**config.mk**
```make
export PLATFORM = sky130hd
export DESIGN_NAME = rgb_scan_ctrl_flat
export DESIGN_NICKNAME = d
export VERILOG_FILES = /design/src/rtl/rgb_scan_ctrl_if.sv /design/src/rtl/rgb_scan_ctrl.sv /design/src/flat_wrapper.sv
export SDC_FILE = /design/constraint.sdc
export NUM_CORES = 1
export LEC_CHECK = 0
export BUFFER_PORTS_ARGS = -buffer_cell sky130_fd_sc_hd__buf_2
export CAP_MARGIN = 20
export CORE_AREA = 4 4 80 100
export DETAILED_ROUTE_END_ITERATION = 10
export DIE_AREA = 0 0 84 104
export PLACE_DENSITY = 0.57
export SLEW_MARGIN = 0
export SYNTH_ARGS = -nofsm -noshare
export SYNTH_HDL_FRONTEND = slang
export SYNTH_SLANG_ARGS = --single-unit
```
**constraint.sdc**
```tcl
create_clock -name clk -period 3.06 [get_ports clk]
set_input_delay 0.153 -clock clk [delete_from_list [all_inputs] [get_ports clk]]
set_output_delay 0.153 -clock clk [all_outputs]
set_load 0.05 [all_outputs]
```
**src/rtl/rgb_scan_ctrl_if.sv**
```systemverilog
// Operand/response bus between the scan sequencer and the RGB indicator datapath.
// The master side is the sequencer; the slave side is whatever drives start/pause and the datapath.
interface rgb_scan_ctrl_if;
  logic       start;
  logic       pause;
  logic       r_in;
  logic       g_in;
  logic       b_in;
  logic [1:0] a_out;
  logic [1:0] b_out;
  logic       busy;
  logic       done;
  logic       log_valid;
  logic [3:0] log_idx;
  logic [2:0] log_rgb;
  logic [4:0] r_cnt;
  logic [4:0] g_cnt;
  logic [4:0] b_cnt;

  modport master (
    input  start, pause, r_in, g_in, b_in,
    output a_out, b_out, busy, done, log_valid, log_idx, log_rgb, r_cnt, g_cnt, b_cnt
  );

  modport slave (
    output start, pause, r_in, g_in, b_in,
    input  a_out, b_out, busy, done, log_valid, log_idx, log_rgb, r_cnt, g_cnt, b_cnt
  );
endinterface

```
**src/rtl/rgb_scan_ctrl.sv**
```systemverilog
// Walks all 16 {a,b} operand combinations, holds each for DWELL cycles, samples R/G/B
// and publishes a log record plus per-colour hit counts. All outputs are registered.
module rgb_scan_ctrl #(
  parameter int DWELL   = 4,
  parameter int DWELL_W = 8
) (
  input  logic          clk,
  input  logic          rst,
  rgb_scan_ctrl_if.master bus
);

  typedef enum logic [1:0] {
    S_IDLE,
    S_DRIVE,
    S_CAPTURE,
    S_DONE
  } state_e;

  localparam logic [DWELL_W-1:0] DWELL_LAST = DWELL_W'(DWELL - 1);

  state_e               state_q, state_d;
  logic [3:0]           idx_q, idx_d;
  logic [DWELL_W-1:0]   dwell_q, dwell_d;
  logic [3:0]           ab_q, ab_d;
  logic                 busy_q, busy_d;
  logic                 done_q, done_d;
  logic                 log_valid_q, log_valid_d;
  logic [3:0]           log_idx_q, log_idx_d;
  logic [2:0]           log_rgb_q, log_rgb_d;
  logic [4:0]           r_cnt_q, r_cnt_d;
  logic [4:0]           g_cnt_q, g_cnt_d;
  logic [4:0]           b_cnt_q, b_cnt_d;

  always_comb begin
    state_d     = state_q;
    idx_d       = idx_q;
    dwell_d     = dwell_q;
    log_valid_d = 1'b0;
    log_idx_d   = log_idx_q;
    log_rgb_d   = log_rgb_q;
    r_cnt_d     = r_cnt_q;
    g_cnt_d     = g_cnt_q;
    b_cnt_d     = b_cnt_q;

    case (state_q)
      S_IDLE, S_DONE: begin
        if (bus.start) begin
          state_d = S_DRIVE;
          idx_d   = 4'd0;
          dwell_d = '0;
          r_cnt_d = 5'd0;
          g_cnt_d = 5'd0;
          b_cnt_d = 5'd0;
        end
      end
      S_DRIVE: begin
        if (!bus.pause) begin
          if (dwell_q == DWELL_LAST) begin
            state_d = S_CAPTURE;
          end else begin
            dwell_d = dwell_q + 1'b1;
          end
        end
      end
      S_CAPTURE: begin
        log_valid_d = 1'b1;
        log_idx_d   = idx_q;
        log_rgb_d   = {bus.r_in, bus.g_in, bus.b_in};
        r_cnt_d     = r_cnt_q + 5'(bus.r_in);
        g_cnt_d     = g_cnt_q + 5'(bus.g_in);
        b_cnt_d     = b_cnt_q + 5'(bus.b_in);
        if (idx_q == 4'd15) begin
          state_d = S_DONE;
        end else begin
          state_d = S_DRIVE;
          idx_d   = idx_q + 4'd1;
          dwell_d = '0;
        end
      end
      default: state_d = S_IDLE;
    endcase

    // Outputs are registered, so they are derived from the state being entered.
    busy_d = (state_d == S_DRIVE) || (state_d == S_CAPTURE);
    done_d = (state_d == S_DONE);
    ab_d   = (state_d == S_IDLE) ? 4'd0 : idx_d;
  end

  always_ff @(posedge clk) begin
    if (rst) begin
      state_q     <= S_IDLE;
      idx_q       <= 4'd0;
      dwell_q     <= '0;
      ab_q        <= 4'd0;
      busy_q      <= 1'b0;
      done_q      <= 1'b0;
      log_valid_q <= 1'b0;
      log_idx_q   <= 4'd0;
      log_rgb_q   <= 3'd0;
      r_cnt_q     <= 5'd0;
      g_cnt_q     <= 5'd0;
      b_cnt_q     <= 5'd0;
    end else begin
      state_q     <= state_d;
      idx_q       <= idx_d;
      dwell_q     <= dwell_d;
      ab_q        <= ab_d;
      busy_q      <= busy_d;
      done_q      <= done_d;
      log_valid_q <= log_valid_d;
      log_idx_q   <= log_idx_d;
      log_rgb_q   <= log_rgb_d;
      r_cnt_q     <= r_cnt_d;
      g_cnt_q     <= g_cnt_d;
      b_cnt_q     <= b_cnt_d;
    end
  end

  assign bus.a_out     = ab_q[3:2];
  assign bus.b_out     = ab_q[1:0];
  assign bus.busy      = busy_q;
  assign bus.done      = done_q;
  assign bus.log_valid = log_valid_q;
  assign bus.log_idx   = log_idx_q;
  assign bus.log_rgb   = log_rgb_q;
  assign bus.r_cnt     = r_cnt_q;
  assign bus.g_cnt     = g_cnt_q;
  assign bus.b_cnt     = b_cnt_q;

endmodule

```
**src/flat_wrapper.sv**
```systemverilog
// flat-port wrapper written by rule: the top's interface ports become plain ports
module rgb_scan_ctrl_flat 
#(
  parameter int DWELL   = 4,
  parameter int DWELL_W = 8
)
  (clk, rst, bus_start, bus_pause, bus_r_in, bus_g_in, bus_b_in, bus_a_out, bus_b_out, bus_busy, bus_done, bus_log_valid, bus_log_idx, bus_log_rgb, bus_r_cnt, bus_g_cnt, bus_b_cnt);
  rgb_scan_ctrl_if bus_i ();
  input  logic clk;
  input  logic rst;
  input wire logic [$bits(bus_i.start)-1:0] bus_start;
  input wire logic [$bits(bus_i.pause)-1:0] bus_pause;
  input wire logic [$bits(bus_i.r_in)-1:0] bus_r_in;
  input wire logic [$bits(bus_i.g_in)-1:0] bus_g_in;
  input wire logic [$bits(bus_i.b_in)-1:0] bus_b_in;
  output wire logic [$bits(bus_i.a_out)-1:0] bus_a_out;
  output wire logic [$bits(bus_i.b_out)-1:0] bus_b_out;
  output wire logic [$bits(bus_i.busy)-1:0] bus_busy;
  output wire logic [$bits(bus_i.done)-1:0] bus_done;
  output wire logic [$bits(bus_i.log_valid)-1:0] bus_log_valid;
  output wire logic [$bits(bus_i.log_idx)-1:0] bus_log_idx;
  output wire logic [$bits(bus_i.log_rgb)-1:0] bus_log_rgb;
  output wire logic [$bits(bus_i.r_cnt)-1:0] bus_r_cnt;
  output wire logic [$bits(bus_i.g_cnt)-1:0] bus_g_cnt;
  output wire logic [$bits(bus_i.b_cnt)-1:0] bus_b_cnt;
  assign bus_i.start = bus_start;
  assign bus_i.pause = bus_pause;
  assign bus_i.r_in = bus_r_in;
  assign bus_i.g_in = bus_g_in;
  assign bus_i.b_in = bus_b_in;
  assign bus_a_out = bus_i.a_out;
  assign bus_b_out = bus_i.b_out;
  assign bus_busy = bus_i.busy;
  assign bus_done = bus_i.done;
  assign bus_log_valid = bus_i.log_valid;
  assign bus_log_idx = bus_i.log_idx;
  assign bus_log_rgb = bus_i.log_rgb;
  assign bus_r_cnt = bus_i.r_cnt;
  assign bus_g_cnt = bus_i.g_cnt;
  assign bus_b_cnt = bus_i.b_cnt;
  rgb_scan_ctrl #(.DWELL(DWELL), .DWELL_W(DWELL_W)) u_core (.clk(clk), .rst(rst), .bus(bus_i));
endmodule
```
# After elaboration in Yosys (flattened, before gate mapping)
# Cells that the tools add are included.
dict set report word_totals {
  register_bits 43
  output_inout_bits 29
}
dict set report op_classes {
  addsub 5
  n_eq_ne 12
  n_mux 18
  reduce_logical 8
}
# op count
set op_table {}
lappend op_table {{$mux 8} 4}
lappend op_table {{$pmux 5 s2} 3}
lappend op_table {{$pmux 8 s3} 1}
lappend op_table {{$add 5x1->5} 3}
lappend op_table {{$add 8x1->8 const B} 1}
lappend op_table {{$eq 2x2->1 const B} 4}
lappend op_table {{$eq 8x2->1 const B} 1}
lappend op_table {{$mux 2} 4}
lappend op_table {{$mux 4} 2}
lappend op_table {{$ne 2x2->1 const B} 4}
lappend op_table {{$pmux 4 s2} 1}
lappend op_table {{$pmux 2 s3} 1}
lappend op_table {{$mux 5} 1}
lappend op_table {{$add 4x1->4 const B} 1}
lappend op_table {{$eq 2x1->1 const B} 2}
lappend op_table {{$eq 4x4->1 const B} 1}
lappend op_table {{$logic_not 2->1} 2}
lappend op_table {{$reduce_and 4->1} 1}
lappend op_table {{$reduce_or 2->1} 2}
lappend op_table {{$reduce_and 2->1} 1}
lappend op_table {{$reduce_bool 2->1} 1}
lappend op_table {{$logic_or 1x1->1} 1}
lappend op_table {{$mux 1} 1}

# Depth between registers and ports, before layout
dict set report depth {
  word_depth 6
  ltp_mapped 8
  ltp_nobuf 6
}

# Worst setup path after synthesis
# Ideal clock, no wire load.
dict set report synth_timing {
  kind {register to register}
  start {register u_core.state_q[0]}
  end {register u_core.dwell_q[4]}
  setup_time_ns 0.070
  arrival_ns 1.883
  required_time_ns 2.990
  slack_ns 1.106
  path_stages_with_launch 8
  path_buffers 1
  synth_period_minus_slack_ns 1.954
  cell_sequence {dfxtp_1 inv_1 ha_1 nor2b_1 buf_6 a211o_4 or4_1 a21boi_1}
}
dict set report synth_via {
  elab_chain_cells 4
}
# element line
set synth_lines {}
lappend synth_lines {{start, declared} rgb_scan_ctrl.sv:21} ;# state_e state_q, state_d;
lappend synth_lines {{start signal, assigned} rgb_scan_ctrl.sv:104} ;# state_q <= state_d;
lappend synth_lines {{$eq 2x2->1 / $logic_not 2->1 (equally long branches)} rgb_scan_ctrl.sv:45} ;# case (state_q)
lappend synth_lines {{$reduce_or 2->1} rgb_scan_ctrl.sv:45}
lappend synth_lines {{$ne 2x2->1 (no line)} -}
lappend synth_lines {{$reduce_and 4->1 (no line)} -}
lappend synth_lines {{end signal, assigned} rgb_scan_ctrl.sv:106} ;# dwell_q <= dwell_d;
lappend synth_lines {{end, declared} rgb_scan_ctrl.sv:23} ;# logic [DWELL_W-1:0] dwell_q, dwell_d;
# Several ways; a longest one is shown, not always the timed one.
# A chain may end at the register's enable or synchronous reset.

# Final worst setup path
# Ends and elaborated chain as after synthesis.

==> run_summary.xml <==
<?xml version="1.0" encoding="UTF-8"?>
<metrics>
  <group name="run_status">
    <metric name="outcome" unit="">finished, final reports clean</metric>
  </group>
  <group name="yosys">
    <metric name="sequential_area_share_after_synthesis" unit="%">41.7</metric>
    <metric name="syn_avg_cell_area" unit="µm²">8.87</metric>
    <metric name="asyncSetResetFlopFracSynth" unit="%">0</metric>
    <metric name="most_used_flip_flop_cell_after_synthesis" unit="">dfxtp_1</metric>
    <metric name="postSynthCellCount" unit="">233</metric>
    <metric name="netlist_area" unit="µm²">2070</metric>
    <metric name="yosys_register_bits" unit="">43</metric>
    <metric name="syn_nets" unit="">250</metric>
    <metric name="yosys.cell_types.count" unit="">46</metric>
    <metric name="synth_edf_count" unit="">0</metric>
    <metric name="yosysWarningCount" unit="">0</metric>
  </group>
  <group name="worst_setup_path">
    <metric name="cp.required" unit="ns">3.29</metric>
    <metric name="end_kind" unit="">flop</metric>
    <metric name="setup.worst_path.start_class" unit="">flop</metric>
    <metric name="type_of_the_worst_setup_path" unit="">reg -&gt; reg</metric>
    <metric name="timing.reg2reg.worst_path_depth" unit="">7</metric>
    <metric name="crit_arrival" unit="ns">2.40</metric>
    <metric name="worstPathMaxFanout" unit="">17</metric>
  </group>
  <group name="die">
    <metric name="die_x" unit="µm">84</metric>
    <metric name="top_level_ports" unit="">36</metric>
    <metric name="floorplan.initialDensity" unit="%">29.6</metric>
    <metric name="fp.dieH" unit="µm">104</metric>
    <metric name="design.core.area" unit="µm²">6980</metric>
    <metric name="design.die.area" unit="µm²">8740</metric>
    <metric name="floorplan.rows" unit="">34</metric>
  </group>
  <group name="grt">
    <metric name="grt_pass1_wl" unit="µm">7920</metric>
    <metric name="overflow" unit="">0</metric>
    <metric name="grt_usage" unit="%">11.0</metric>
    <metric name="grt_pass1_vias" unit="">1662</metric>
    <metric name="initial_antenna_violation_count" unit="">0</metric>
    <metric name="grt_max_degree" unit="">30</metric>
  </group>
  <group name="timing">
    <metric name="timing.final.setup_violations" unit="">0</metric>
    <metric name="fin_crit_sh" unit="%">70.9</metric>
    <metric name="final.setup_skew" unit="ns">0.00450</metric>
    <metric name="max_freq" unit="MHz">461</metric>
    <metric name="tns" unit="ns">0</metric>
    <metric name="timing.final.max_slew_violations" unit="">0</metric>
    <metric name="timing_hold_violations_final" unit="">0</metric>
    <metric name="post_route_minimum_period" unit="ns">2.17</metric>
    <metric name="worst_pin_slew" unit="ns">0.655</metric>
    <metric name="slew_headroom" unit="%">56.1</metric>
    <metric name="setup_repair_after_global_routing_missed_its_margin" unit="">no</metric>
  </group>
  <group name="drt">
    <metric name="route.detailed.drc" unit="">0</metric>
    <metric name="dr.first_iter.drc_count" unit="">102</metric>
    <metric name="final_wl" unit="µm">4700</metric>
    <metric name="vias" unit="">1768</metric>
    <metric name="drt-wirelength-per-cell" unit="µm">13.2</metric>
    <metric name="drt-pass1-iter-count" unit="">4</metric>
    <metric name="via_to_cell_ratio" unit="">4.95</metric>
    <metric name="detail-route-antenna-nets" unit="">0</metric>
  </group>
  <group name="final_layout">
    <metric name="final_cell_count_no_fill" unit="">357</metric>
    <metric name="diodes" unit="">0</metric>
    <metric name="area_delta_synth_final" unit="%">17.3</metric>
    <metric name="drive_gt1_share" unit="%">19.1</metric>
    <metric name="utilization" unit="%">34.7</metric>
    <metric name="final_stage_net_count" unit="">283</metric>
  </group>
  <group name="min_path">
    <metric name="min-delay-path-class" unit="">in -&gt; reg</metric>
    <metric name="hold_path_depth" unit="">3</metric>
  </group>
  <group name="place">
    <metric name="numPlacedInstances" unit="">349</metric>
    <metric name="placement.io_buffers" unit="">35</metric>
    <metric name="hpwl" unit="µm">3320</metric>
    <metric name="gp_congestion" unit="">0.813</metric>
  </group>
  <group name="power">
    <metric name="powerDensity" unit="nW/µm²">443</metric>
    <metric name="static-leakage-power" unit="nW">0.938</metric>
    <metric name="irDropWorstVdd" unit="V">0.000236</metric>
  </group>
  <group name="run">
    <metric name="count_of_maximum_capacitance_violations" unit="">0</metric>
  </group>
  <group name="clock_tree">
    <metric name="tritoncts" unit="">yes</metric>
    <metric name="clock_tree.root_cell" unit="">clkbuf_8</metric>
    <metric name="postCtsHoldBufs" unit="">0</metric>
    <metric name="htree_levels" unit="">2</metric>
    <metric name="max-clock-path-buffers" unit="">2</metric>
    <metric name="tritoncts_num_sinks" unit="">43</metric>
    <metric name="clk_pin_slew" unit="ns">0.08</metric>
    <metric name="numCtsBuffers" unit="">5</metric>
    <metric name="post-cts-setup-buffer-count" unit="">0</metric>
    <metric name="post_cts_repair_resize_count" unit="">0</metric>
    <metric name="worstSkewPairLatency" unit="ns">0.29</metric>
  </group>
</metrics>
worst max-delay path, cell delays in order, from the launching register on:
cell,delay [ns]
dfxtp_1,0.37
inv_1,0.08
ha_1,0.35
nor2b_1,0.15
buf_4,0.19
a211o_4,0.31
or4_1,0.51
a21boi_1,0.15
state kept, by name (all words and copies together), names as in the netlist:
register / cells
u_core.bus.done: 1
u_core.bus.busy: 1
u_core.bus.log_rgb: 3
u_core.bus.log_idx: 4
u_core.bus.r_cnt: 5
u_core.idx_q: 4
u_core.bus.log_valid: 1
u_core.ab_q: 4
u_core.state_q: 2
u_core.dwell_q: 8
u_core.bus.b_cnt: 5
u_core.bus.g_cnt: 5
Yosys cell counts (2+ instances only):
cell type,instances,share of area (%)
nor3_1,11,2.7
xnor2_1,6,2.5
nand3_1,14,3.4
mux2i_1,10,4.8
a211oi_1,6,2.2
nor2b_1,8,2.4
inv_1,4,0.73
xor2_1,3,1.3
nor2_1,28,5.1
a21oi_1,11,2.7
buf_1,2,0.36
dfxtp_1,43,42
o211ai_1,4,1.5
nand3b_1,2,0.73
clkbuf_1,7,1.3
nor4_1,2,0.61
nand2_1,19,3.5
and4_1,2,0.85
nand2b_1,5,1.5
buf_2,3,0.73
o21ai_0,5,1.2
ha_1,10,6.1
nor4b_1,5,2.1
final timing paths:
kind,startpoint,end,slack (ns)
min reg2reg,u_core.bus.log_idx[0]$_SDFFE_PP0N_,u_core.bus.log_idx[0]$_SDFFE_PP0N_,0.49
max,u_core.state_q[0]$_SDFF_PP0_,u_core.dwell_q[4]$_SDFFE_PP0P_,0.89
min,bus_b_in,u_core.bus.log_rgb[0]$_SDFFE_PP0N_,0.11
max reg2reg,u_core.state_q[0]$_SDFF_PP0_,u_core.dwell_q[4]$_SDFFE_PP0P_,0.89
layer usage:
layer  wire, µm  share of wire (%)  GRT usage, %  vias up
li1           -                  -             -      888
met1       2120                 45          13.3      830
met2       2280                 48          18.0       38
met3        150                3.2          2.46       12
met4        150                3.2          5.86        0
met5          0                  0             0        -
layout by cell type (no fill, tap or decap), drive strengths merged, types with 2 or more instances in the layout:
cell type	netlist	routed
nand3b	2	2
o211ai	4	4
a211o	2	2
buf	6	39
inv	4	4
nor4b	6	6
xnor2	6	6
o21ai	6	6
nand2b	5	5
nor3	12	12
a211oi	6	6
and4	2	2
nand3	14	14
nor2	28	28
dfxtp	43	43
clkbuf	7	8
xor2	3	3
nor4	2	2
nor2b	8	8
a21oi	11	11
mux2i	10	10
nand2	19	19
ha	10	10
report_power, final:
| group | total, mW | internal [mW] | switching (mW) |
|---|---|---|---|
| Clock | 0.397 | 0.206 | 0.191 |
| Sequential | 0.566 | 0.563 | 0.00265 |
| Combinational | 0.111 | 0.0311 | 0.0795 |
| Total | 1.07 | 0.800 | 0.273 |
layout make-up:
cell class | instances | area (µm²)
multi-input combinational | 173 | 1130
tap | 90 | 113
fill | 759 | 4550
sequential | 43 | 861
timing repair buffer | 39 | 205
clock buffer | 8 | 100
inverter | 4 | 15.0
cells by family after synthesis:
logic type | count (synthesis) | share of synthesized area (%)
AND/OR/NAND/NOR | 104 | 26.5
flip-flops | 43 | 41.7
AO/OA/AOI/OAI | 39 | 12.9
buffers and inverters | 17 | 3.63
multiplexers | 11 | 5.39
adder cells (fa/ha/maj) | 10 | 6.06
XOR/XNOR | 9 | 3.82
stage by stage:
| step | hold slack (ns) | setup WS, ns | total power, mW | area, µm² |
|---|---|---|---|---|
| 2_1_floorplan | 0.301 | 1.11 | 0.658 | 2070 |
| 3_3_place_gp | 0.415 | 0.994 | 0.688 | 2320 |
| 3_5_place_dp | 0.421 | 0.923 | 0.689 | 2320 |
| 4_1_cts | 0.109 | 0.900 | 1.09 | 2420 |
| 5_1_grt | 0.133 | 0.774 | 1.12 | 2420 |
| 6_report | 0.114 | 0.892 | 1.07 | 2420 |
(Power assumes the default switching activity.)
